===== src/rtl/ddr3_ref_arb.sv =====
// Refresh-debt tracker and DDL command arbiter. During initialisation the
// configurator drives the DDL directly; once running, refresh bursts and user commands share the port.
module ddr3_ref_arb #(
  parameter int         DDR_ROW_BITS = 13,
  parameter int         REF_URGENT   = 4,
  parameter int         REF_MAX      = 8,
  parameter logic [2:0] CMD_NOOP     = 3'b111,
  parameter logic [2:0] CMD_PREC     = 3'b010,
  parameter logic [2:0] CMD_REFR     = 3'b001
) (
  input  logic                    clock,
  input  logic                    reset,
  input  logic                    cfg_req_i,
  output logic                    cfg_rdy_o,
  input  logic                    cfg_run_i,
  input  logic                    cfg_ref_i,
  input  logic [2:0]              cfg_cmd_i,
  input  logic [2:0]              cfg_ba_i,
  input  logic [DDR_ROW_BITS-1:0] cfg_adr_i,
  input  logic                    usr_req_i,
  output logic                    usr_rdy_o,
  input  logic [2:0]              usr_cmd_i,
  input  logic [2:0]              usr_ba_i,
  input  logic [DDR_ROW_BITS-1:0] usr_adr_i,
  output logic                    usr_hold_o,
  output logic                    ddl_req_o,
  input  logic                    ddl_rdy_i,
  output logic [2:0]              ddl_cmd_o,
  output logic [2:0]              ddl_ba_o,
  output logic [DDR_ROW_BITS-1:0] ddl_adr_o,
  output logic [3:0]              ref_debt_o,
  output logic                    ref_ovf_o
);

  localparam int RSB = DDR_ROW_BITS - 1;

  localparam logic [2:0] S_INIT = 3'd0;
  localparam logic [2:0] S_IDLE = 3'd1;
  localparam logic [2:0] S_PREA = 3'd2;
  localparam logic [2:0] S_REFR = 3'd3;
  localparam logic [2:0] S_USER = 3'd4;

  localparam logic [3:0]   DEBT_MAX = 4'(REF_MAX);
  localparam logic [3:0]   DEBT_URG = 4'(REF_URGENT);
  // PRECHARGE-ALL is selected by A10 high.
  localparam logic [RSB:0] ADR_PREA = DDR_ROW_BITS'(11'h400);

  logic [2:0]   r_state;
  logic [3:0]   r_debt;
  logic         r_ovf;
  logic         r_hold;
  logic         r_req;
  logic [2:0]   r_cmd;
  logic [2:0]   r_ba;
  logic [RSB:0] r_adr;

  logic         w_init;
  logic         w_inc;
  logic         w_dec;
  logic         w_ovf_set;
  logic [3:0]   w_debt_nxt;
  logic         w_stop;

  assign w_init = (r_state == S_INIT);
  assign w_inc  = cfg_ref_i && !w_init;
  assign w_dec  = r_req && ddl_rdy_i && (r_cmd == CMD_REFR) && (r_debt != 4'd0);
  // A falling run waits for any outstanding handshake before leaving.
  assign w_stop = !cfg_run_i && (!r_req || ddl_rdy_i);

  always_comb begin
    w_debt_nxt = r_debt;
    w_ovf_set  = 1'b0;
    if (w_inc && !w_dec) begin
      if (r_debt == DEBT_MAX) w_ovf_set  = 1'b1;
      else                    w_debt_nxt = r_debt + 4'd1;
    end else if (w_dec && !w_inc) begin
      w_debt_nxt = r_debt - 4'd1;
    end
  end

  always_ff @(posedge clock) begin
    if (reset) begin
      r_state <= S_INIT;
      r_debt  <= 4'd0;
      r_ovf   <= 1'b0;
      r_hold  <= 1'b0;
      r_req   <= 1'b0;
      r_cmd   <= CMD_NOOP;
      r_ba    <= 3'd0;
      r_adr   <= '0;
    end else if (w_init) begin
      r_debt <= 4'd0;
      r_hold <= 1'b0;
      if (cfg_run_i) r_state <= S_IDLE;
    end else if (w_stop) begin
      r_state <= S_INIT;
      r_debt  <= 4'd0;
      r_hold  <= 1'b0;
      r_req   <= 1'b0;
      r_cmd   <= CMD_NOOP;
      r_ba    <= 3'd0;
      r_adr   <= '0;
    end else begin
      r_debt <= w_debt_nxt;
      r_ovf  <= r_ovf | w_ovf_set;
      r_hold <= (w_debt_nxt >= DEBT_URG);
      case (r_state)
        S_IDLE: begin
          if ((r_debt >= DEBT_URG) || ((r_debt != 4'd0) && !usr_req_i)) r_state <= S_PREA;
          else if (usr_req_i)                                            r_state <= S_USER;
        end
        S_PREA: begin
          if (!r_req) begin
            r_req <= 1'b1;
            r_cmd <= CMD_PREC;
            r_ba  <= 3'd0;
            r_adr <= ADR_PREA;
          end else if (ddl_rdy_i) begin
            r_req   <= 1'b0;
            r_state <= S_REFR;
          end
        end
        S_REFR: begin
          if (!r_req) begin
            r_req <= 1'b1;
            r_cmd <= CMD_REFR;
            r_ba  <= 3'd0;
            r_adr <= '0;
          end else if (ddl_rdy_i) begin
            r_req   <= 1'b0;
            // Banks stay precharged, so further refreshes skip the PREA.
            r_state <= ((w_debt_nxt != 4'd0) && !usr_req_i) ? S_REFR : S_IDLE;
          end
        end
        S_USER: begin
          if (!r_req) begin
            r_req <= 1'b1;
            r_cmd <= usr_cmd_i;
            r_ba  <= usr_ba_i;
            r_adr <= usr_adr_i;
          end else if (ddl_rdy_i) begin
            r_req   <= 1'b0;
            r_state <= S_IDLE;
          end
        end
        default: r_state <= S_INIT;
      endcase
    end
  end

  assign ddl_req_o  = w_init ? cfg_req_i : r_req;
  assign ddl_cmd_o  = w_init ? cfg_cmd_i : r_cmd;
  assign ddl_ba_o   = w_init ? cfg_ba_i  : r_ba;
  assign ddl_adr_o  = w_init ? cfg_adr_i : r_adr;
  assign cfg_rdy_o  = w_init & ddl_rdy_i;
  assign usr_rdy_o  = (r_state == S_USER) & r_req & ddl_rdy_i;
  assign usr_hold_o = r_hold;
  assign ref_debt_o = r_debt;
  assign ref_ovf_o  = r_ovf;

endmodule


===== config.mk =====
export PLATFORM = sky130hd
export DESIGN_NAME = ddr3_ref_arb
export DESIGN_NICKNAME = d
export VERILOG_FILES = /design/src/rtl/ddr3_ref_arb.sv
export SDC_FILE = /design/constraint.sdc
export NUM_CORES = 1
export LEC_CHECK = 0
export CORE_ASPECT_RATIO = 0.7
export CORE_MARGIN = 2
export CORE_UTILIZATION = 38
export DETAILED_ROUTE_END_ITERATION = 16
export GPL_TIMING_DRIVEN = 0
export PLACE_DENSITY_LB_ADDON = 0.25
export SETUP_SLACK_MARGIN = 0.1
export SLEW_MARGIN = 20
export SYNTH_ARGS = -nofsm -noshare
export SYNTH_HDL_FRONTEND = slang
export SYNTH_SLANG_ARGS = --single-unit

===== constraint.sdc =====
create_clock -name clock -period 3.72 [get_ports clock]
set_input_delay 0.558 -clock clock [delete_from_list [all_inputs] [get_ports clock]]
set_output_delay 0.558 -clock clock [all_outputs]
set_load 0.005 [all_outputs]

# Yosys cells after proc, flatten, opt, wreduce, memory -nomap -nowiden
# Index checks and enable logic that the tools add are counted.
# word_totals
register_bits,29
output_inout_bits,28
elab_cells,107
# op_classes
n_addsub,2
order_cmp,2
eq_ne,18
mux,40
bitwise,6
reduce_logical,31
# op_table
operator,count
13-bit 2-to-1 mux,5
3-bit 2-to-1 mux,20
13-bit one-hot mux with 3 select lines,1
"4-bit inequality test, second input constant",6
4-bit 2-to-1 mux,3
3-bit one-hot mux with 4 select lines,1
4-bit nonzero test,3
1-bit logical AND,9
"3-bit inequality test, second input constant",3
3-bit one-hot mux with 3 select lines,1
"4-bit by 3-bit >= comparator with 1-bit output, second input constant",2
8-bit AND reduction,1
1-bit 2-to-1 mux,7
"3-bit by 1-bit == test with 1-bit output, second input constant",2
"3-bit by 2-bit == test with 1-bit output, second input constant",2
1-bit logical NOT,6
3-bit one-hot mux with 2 select lines,1
3-bit OR reduction,2
"5-bit inequality test, second input constant",1
5-bit AND reduction,1
"4-bit by 1-bit adder with 4-bit output, second input constant",1
"4-bit == test, second input constant",1
2-bit AND reduction,2
4-bit AND reduction,1
other kinds (13),17

# Depth between registers and ports, before layout
# Gate-level depths: netlist of the first run.
# depth
depth_word,15
depth_mapped,8

# Worst setup path before layout of the first run
# No wires, ideal clock.
# synth_path
path_type,flip-flop to output port
start,reg r_state[0]
end,out ddl_adr_o[10]
arrival_time_ns,1.632
setup_slack_ns,1.530
stages_incl_launch_ff,5
cell_sequence,dfxtp_1 clkbuf_1 nor3_1 clkbuf_1 mux2_2
# synth_between
elab_chain_cells,2
# synth_lines
element,line,rtl
start: declaration,48,logic [2:0] r_state;
start signal: assignment,132,r_state <= ((w_debt_nxt != 4'd0) && !usr_req_i) ? S_REFR : S_IDLE;
3-bit logical NOT,64,assign w_init = (r_state == S_INIT);
13-bit 2-to-1 mux,154,assign ddl_adr_o = w_init ? cfg_adr_i : r_adr;
end: declaration,30,"output logic [DDR_ROW_BITS-1:0] ddl_adr_o,"
# No other way between the ends.

# Worst setup path in the final report of the first run
# Ends and elaborated chain as after synthesis.

==> impl_results.md, run 1 <==
- Syn Nets: 300
- Number of warnings issued by yosys: 0
- Count of distinct cell types in the synthesized netlist: 56
- Skew-Pair Late Insertion Delay: 290 ps
- Final critical delay including setup and external delays: 3235 ps
- Floorplan die area: 5753 um2
- IR Drop Worst-Case VDD: 0.0001365 V
- Worst Tran Pin Value: 735.5 ps
- Initial Util: 40.28%
- Area of the core region: 4861 um2
- Number of design rule violations left after detail routing: 0
- Type of the most critical hold path: flop to flop
- Combined global-route utilization of all metal layers: 19.20%
- WL final: 5592 um
- Fraction of registers with async set or reset after synthesis: 0%
- Outcome: completed
- Cell chain of the critical path: clkbuf_1, nor3_2, clkbuf_1, mux2_2, clkdlybuf4s50_1
- Total leakage power: 0.001067 uW
- Number of buffers inserted during clock tree synthesis: 5
- Kind of start point of the critical path: flop
- Slowest cell on crit path: sky130_fd_sc_hd__nor3_2
- FF-to-FF Start: r_cmd[0]$_SDFFE_PP1P_
- Area share of the leading cell type in the synthesized netlist: 29.65%
- EDFF count, synth: 0
- Total of hold buffers inserted after clock tree synthesis: 0
- Routed via count: 2049
- Unrepaired setup endpoints after global routing: no
- Clock Sink Count: 29
- Initial antenna violation count: 0
- Final GP Congestion: 0.8605
- Post-DRT Antenna Nets: 0
- Deepest level of the CTS H-tree: 2
- Post-synthesis cell area: 1958 um2
- Count of fill cells added during filler insertion: 454
- Fraction of final layout cells with drive strength greater than 1: 12.31%
- IO buf count: 72
- Number of global-route vias before repair: 1782
- Root Buffer Master: sky130_fd_sc_hd__clkbuf_8
- Final setup violation count: 0
- Register bit count reported by yosys: 29
- Library cell with the largest summed area after synthesis: sky130_fd_sc_hd__dfxtp_1
- Inst Count DP: 394
- Clock slew at the register clock pins of the worst setup and hold paths: 70 ps
- Average wire per standard cell: 13.91 um
- Total number of placement rows: 21
- Crit Path Max Fanout: 10
- Maxcap violations: 0
- Most instantiated cells after synthesis: sky130_fd_sc_hd__nand2_1, sky130_fd_sc_hd__dfxtp_1, sky130_fd_sc_hd__a21oi_1
- Total gr overflow: 0
- Max Buffers Root-to-Sink: 2
- Final cycle utilization of the critical path: 86.97%
- Power Density: 294.5 nW/um2
- Maximum number of pins on one net before global-route repair: 11
- NumNets Final: 379
- Proportion of synthesized chip area in sequential cells: 29.65%
- Prevailing post-synth register cell: sky130_fd_sc_hd__dfxtp_1
- Psw: 247.2 uW
- Arrival time at the worst endpoint: 2680 ps
- Height of the die: 64.06 um
- Count of antenna diodes in the layout: 0
- Post-synthesis cell count: 253
- Setup Skew: 7.377 ps
- Part of the power in registers: 38.5%
- Most frequent cell after synthesis: sky130_fd_sc_hd__nand2_1
- Internal power of the cells: 594.2 uW
- TritonCTS clock tree: built
- DR iter-0 viols: 173
- Switching power share of the total: 29.38%
- Mean instance size in the synthesized netlist: 7.740 um2
- Final non-filler cell total: 402
- Critical path class: flop to output pin
- Final standard cell utilization of the core: 58.76%
- Horizontal die dimension: 89.80 um
- Top cell by count, worst path: sky130_fd_sc_hd__clkbuf_1
- 1st-pass router iterations: 4
- DR vias/cell: 5.097
- Number of top-level design ports: 73
- Synth area leaders: sky130_fd_sc_hd__dfxtp_1, sky130_fd_sc_hd__mux2_2, sky130_fd_sc_hd__nand2_1
- Maximum operating frequency: 0.3091 GHz
- Beginning of the critical path: r_state[0]$_SDFFE_PP0P_
- Final-report max-slew violation count: 0
- Slew margin rel.: 50.55%
- Required time at the endpoint of the critical path: 3160 ps
- Critical path endpoint category: output pin
- Post-DP HPWL: 4273 um
- Worst Hold Launch: r_adr[1]$_SDFFE_PP0P_
- Synth-to-Final Area Change: 45.88%
- Wire length of the first global-routing pass: 8783 um
- CP peak stage delay: 480 ps
- Portion of total power attributed to combinational logic: 30.6%
- Fin. Hold Viols: 0
- Share of total power in the clock network: 30.9%
- Post-Route Setup TNS: 0 ps
[flip-flops by register name, indices dropped and copies added, names as in the netlist]
register / count
ref_debt_o: 4
ref_ovf_o: 1
r_req: 1
r_cmd: 3
usr_hold_o: 1
r_ba: 3
r_state: 3
r_adr: 13
[layout by cell type, fill, tap and decap left out, types with 3 or more instances in the layout]
cell type,Yosys,layout
sky130_fd_sc_hd__clkbuf_8,0,5
sky130_fd_sc_hd__clkbuf_1,10,10
sky130_fd_sc_hd__inv_1,22,22
sky130_fd_sc_hd__nor3b_1,3,3
sky130_fd_sc_hd__buf_2,3,3
sky130_fd_sc_hd__clkdlybuf4s50_1,0,72
sky130_fd_sc_hd__nor2_1,20,20
sky130_fd_sc_hd__nand2_1,36,36
sky130_fd_sc_hd__dfxtp_1,29,29
sky130_fd_sc_hd__or3_1,19,19
sky130_fd_sc_hd__mux2_2,16,16
sky130_fd_sc_hd__nor2b_1,4,4
sky130_fd_sc_hd__o21ai_0,8,8
sky130_fd_sc_hd__a21oi_1,23,23
[power groups by stage]
stage               Clock, uW  Combinational, uW  Sequential, uW
floorplan                   0                120             329
global placement            0                254             331
detailed placement          0                256             331
CTS                       266                258             324
global route              277                279             325
finish                    260                257             324
[layer usage]
| layer | part of all wire (%) | GRT usage (%) | vias to the layer above | routed length [um] |
|---|---|---|---|---|
| met3 | 6.9 | 5.189 | 6 | 386 |
| met4 | 1.0 | 6.346 | 0 | 56 |
| met2 | 40 | 26.61 | 72 | 2243 |
| met5 | 0 | 0 | - | 0 |
| li1 | - | - | 1047 | - |
| met1 | 52 | 28.48 | 924 | 2906 |
[layout make-up]
class                      instances  area [um2]  area share (%)
buffer                            18       120.1           4.205
timing repair buffer              72       720.7           25.23
sequential                        29       580.6           20.32
inverter                          22       82.58           2.891
tap                               69       86.33           3.022
multi-input combinational        184        1180           41.31
clock buffer                       5       68.82           2.409
clock inverter                     3       17.52          0.6132
[through the flow]
stage	worst slack, ps	instance area, um2	total power (uW)	hold WS [ps]
2_1_floorplan	1530	1958	449.1	429.4
3_3_place_gp	543.0	2765	584.9	441.1
3_5_place_dp	595.4	2765	586.6	444.5
4_1_cts	258.0	2851	847.0	453.5
5_1_grt	317.4	2856	880.7	461.5
6_report	484.7	2856	841.3	454.0
[logic make-up (layout without fill, tap and decap cells)]
| kind of cell | Yosys count | in the layout | synth area share, % |
|---|---|---|---|
| multiplexers | 17 | 17 | 9.712 |
| adder cells (fa/ha/maj) | 3 | 3 | 1.789 |
| buffers and inverters | 40 | 120 | 10.35 |
| AO/OA/AOI/OAI | 61 | 61 | 21.73 |
| AND/OR/NAND/NOR | 101 | 101 | 25.88 |
| XOR/XNOR | 2 | 2 | 0.8947 |
| flip-flops | 29 | 29 | 29.65 |
[critical path, delay by kind of cell (launching register included)]
family / cells / cell delay [ps]
buffers and inverters: 3 / 1150
flip-flops: 1 / 360
multiplexers: 1 / 400
AND/OR/NAND/NOR: 1 / 480
[worst paths after layout]
check	to	slack [ps]	depth (start not counted)
worst min register to register	r_adr[1]$_SDFFE_PP0P_	450	2
worst min-delay path	r_adr[1]$_SDFFE_PP0P_	450	2
worst max register to register	r_state[1]$_SDFFE_PP0P_	1500	6
worst max-delay path	ddl_adr_o[10]	480	5
[repair_timing]
action | CTS | global route
endpoints found under the setup margin | 0 | 4
gates resized for setup | 0 | 1
buffers inserted | 0 | 0
endpoints found under the hold margin | 0 | 0
Power figures use the tool's default switching activity.
==> inputs of run 2 (changes only) <==
- ABC_AREA: unset -> 0
- PLACE_DENSITY_LB_ADDON: 0.25 -> 0.2
- SETUP_SLACK_MARGIN: 0.1 -> 0.15
==> impl_results.md, run 2 (synthesized netlist as in run 1, its figures left out) <==
- Outcome: completed
- WL final: 5572 um
- Inst Count DP: 394
- Cell chain of the critical path: clkbuf_1, nor3_2, clkbuf_1, mux2_2, clkdlybuf4s50_1
- Final Hold Slack: 450.9 ps
- Final cycle utilization of the critical path: 87.10%
- IO buf count: 72
- Initial antenna violation count: 0
- Arrival time at the worst endpoint: 2680 ps
- DR vias/cell: 5.154
- Post-CTS repair timing setup buffer count: 0
- Slowest cell on crit path: sky130_fd_sc_hd__clkbuf_1
- Max Buffers Root-to-Sink: 2
- Unrepaired setup endpoints after global routing: no
- TritonCTS clock tree: built
- Post-DP HPWL: 4302 um
- Final-report max-slew violation count: 0
- Final standard cell utilization of the core: 58.69%
- Fin. Hold Viols: 0
- Required time at the endpoint of the critical path: 3160 ps
- Max FFs per register: 13
- Skew-Pair Late Insertion Delay: 280 ps
- Area of the core region: 4861 um2
- Total gr overflow: 0
- Crit Path Max Fanout: 10
- Final critical delay including setup and external delays: 3240 ps
- Share of total power in the clock network: 30.1%
- Wire length of the first global-routing pass: 9335 um
- Clock Sink Count: 29
- Total number of placement rows: 21
- Synth-to-Final Area Change: 45.69%
- Critical path class: flop to output pin
- Total leakage power: 0.001068 uW
- Average wire per standard cell: 13.86 um
- Post-Route Setup TNS: 0 ps
- Horizontal die dimension: 89.80 um
- Root Buffer Master: sky130_fd_sc_hd__clkbuf_8
- Clock slew at the register clock pins of the worst setup and hold paths: 60 ps
- Combined global-route utilization of all metal layers: 20.30%
- Number of top-level design ports: 73
- Switching power share of the total: 28.45%
- Final non-filler cell total: 402
- Portion of total power attributed to combinational logic: 30.9%
- Height of the die: 64.06 um
- DR iter-0 viols: 161
- NumNets Final: 379
- Number of design rule violations left after detail routing: 0
- 1st-pass router iterations: 4
- Floorplan die area: 5753 um2
- Number of buffers inserted during clock tree synthesis: 5
- Setup Skew: 6.734 ps
- Internal power of the cells: 594.7 uW
- Biggest register: r_adr
- Type of the most critical hold path: flop to flop
- Maxcap violations: 0
- Worst Tran Pin Value: 741.4 ps
- Critical path endpoint category: output pin
- Final GP Congestion: 0.8022
- Top cell by count, worst path: sky130_fd_sc_hd__clkbuf_1
- Total power draw: 831.2 uW
- Fraction of final layout cells with drive strength greater than 1: 12.01%
- IR Drop Worst-Case VDD: 0.0001880 V
- Initial Util: 40.28%
- Count of antenna diodes in the layout: 0
- Psw: 236.5 uW
- Most frequent standard cell in the layout excluding fill and tap cells: sky130_fd_sc_hd__clkdlybuf4s50_1
- Maximum operating frequency: 0.3086 GHz
- Number of global-route vias before repair: 1938
- Part of the power in registers: 39.0%
- Final setup violation count: 0
- Kind of start point of the critical path: flop
- Post-DRT Antenna Nets: 0
- Routed via count: 2072
- Slew margin rel.: 50.15%
- Maximum number of pins on one net before global-route repair: 11
- Power Density: 291.4 nW/um2
- CP peak stage delay: 500 ps
- Top library cells by usage in the layout, fill and taps aside: sky130_fd_sc_hd__clkdlybuf4s50_1, sky130_fd_sc_hd__nand2_1, sky130_fd_sc_hd__dfxtp_1, sky130_fd_sc_hd__a21oi_1, sky130_fd_sc_hd__inv_1
- Deepest level of the CTS H-tree: 2
## run 2: power groups by stage
stage	clock, uW	combinational (uW)	sequential [uW]
3_5_place_dp	0	255	331
4_1_cts	254	257	324
3_3_place_gp	0	254	330
6_report	250	257	324
2_1_floorplan	0	120	329
5_1_grt	271	281	325
## run 2: final cells by class
| cell class | instances | area (um2) |
|---|---|---|
| timing repair buffer | 72 | 720.7 |
| buffer | 18 | 120.1 |
| clock inverter | 2 | 10.01 |
| inverter | 22 | 82.58 |
| tap | 69 | 86.33 |
| clock buffer | 6 | 72.57 |
| fill | 471 | 2008 |
| multi-input combinational | 184 | 1180 |
| sequential | 29 | 580.6 |
## run 2: per-layer routing
metal | vias up | track usage, % | part of all wire (%)
met3 | 2 | 5.778 | 8.5
met4 | 0 | 5.962 | 0.43
met2 | 83 | 29.17 | 42
met5 | - | 0 | 0
li1 | 1052 | - | -
met1 | 935 | 29.41 | 49
## run 2: worst paths after layout
path	cells after the start	from	slack, ps	to
hold reg to reg	2	r_ba[2]$_SDFFE_PP0P_	450	r_ba[2]$_SDFFE_PP0P_
hold / removal	2	r_ba[2]$_SDFFE_PP0P_	450	r_ba[2]$_SDFFE_PP0P_
setup reg to reg	6	r_cmd[0]$_SDFFE_PP1P_	1510	r_state[1]$_SDFFE_PP0P_
setup / recovery	5	r_state[0]$_SDFFE_PP0P_	480	ddl_adr_o[9]
## run 2: critical path, delay by kind of cell, from the launching register on
family,cells,cell delay (ps)
buffers and inverters,3,1200
muxes,1,400
and+or+nand+nor,1,440
DFF,1,360
## run 2: timing repair
action                     4_1_cts  5_1_grt
setup endpoints to repair        0        5
gates resized for setup          0        1
hold buffers                     0        0
## run 2: per-stage QoR
| step | setup WS [ps] | instance area (um2) |
|---|---|---|
| detailed placement | 611.7 | 2765 |
| floorplan | 1530 | 1958 |
| global placement | 612.3 | 2765 |
| finish | 479.8 | 2853 |
| global route | 254.0 | 2853 |
| CTS | 297.8 | 2848 |
==> inputs of run 3 (changes only) <==
- ABC_CLOCK_PERIOD_IN_PS: unset -> 3720
==> results of run 3 <==
Same layout as run 2: the final DEF is identical, and so are final timing and power.
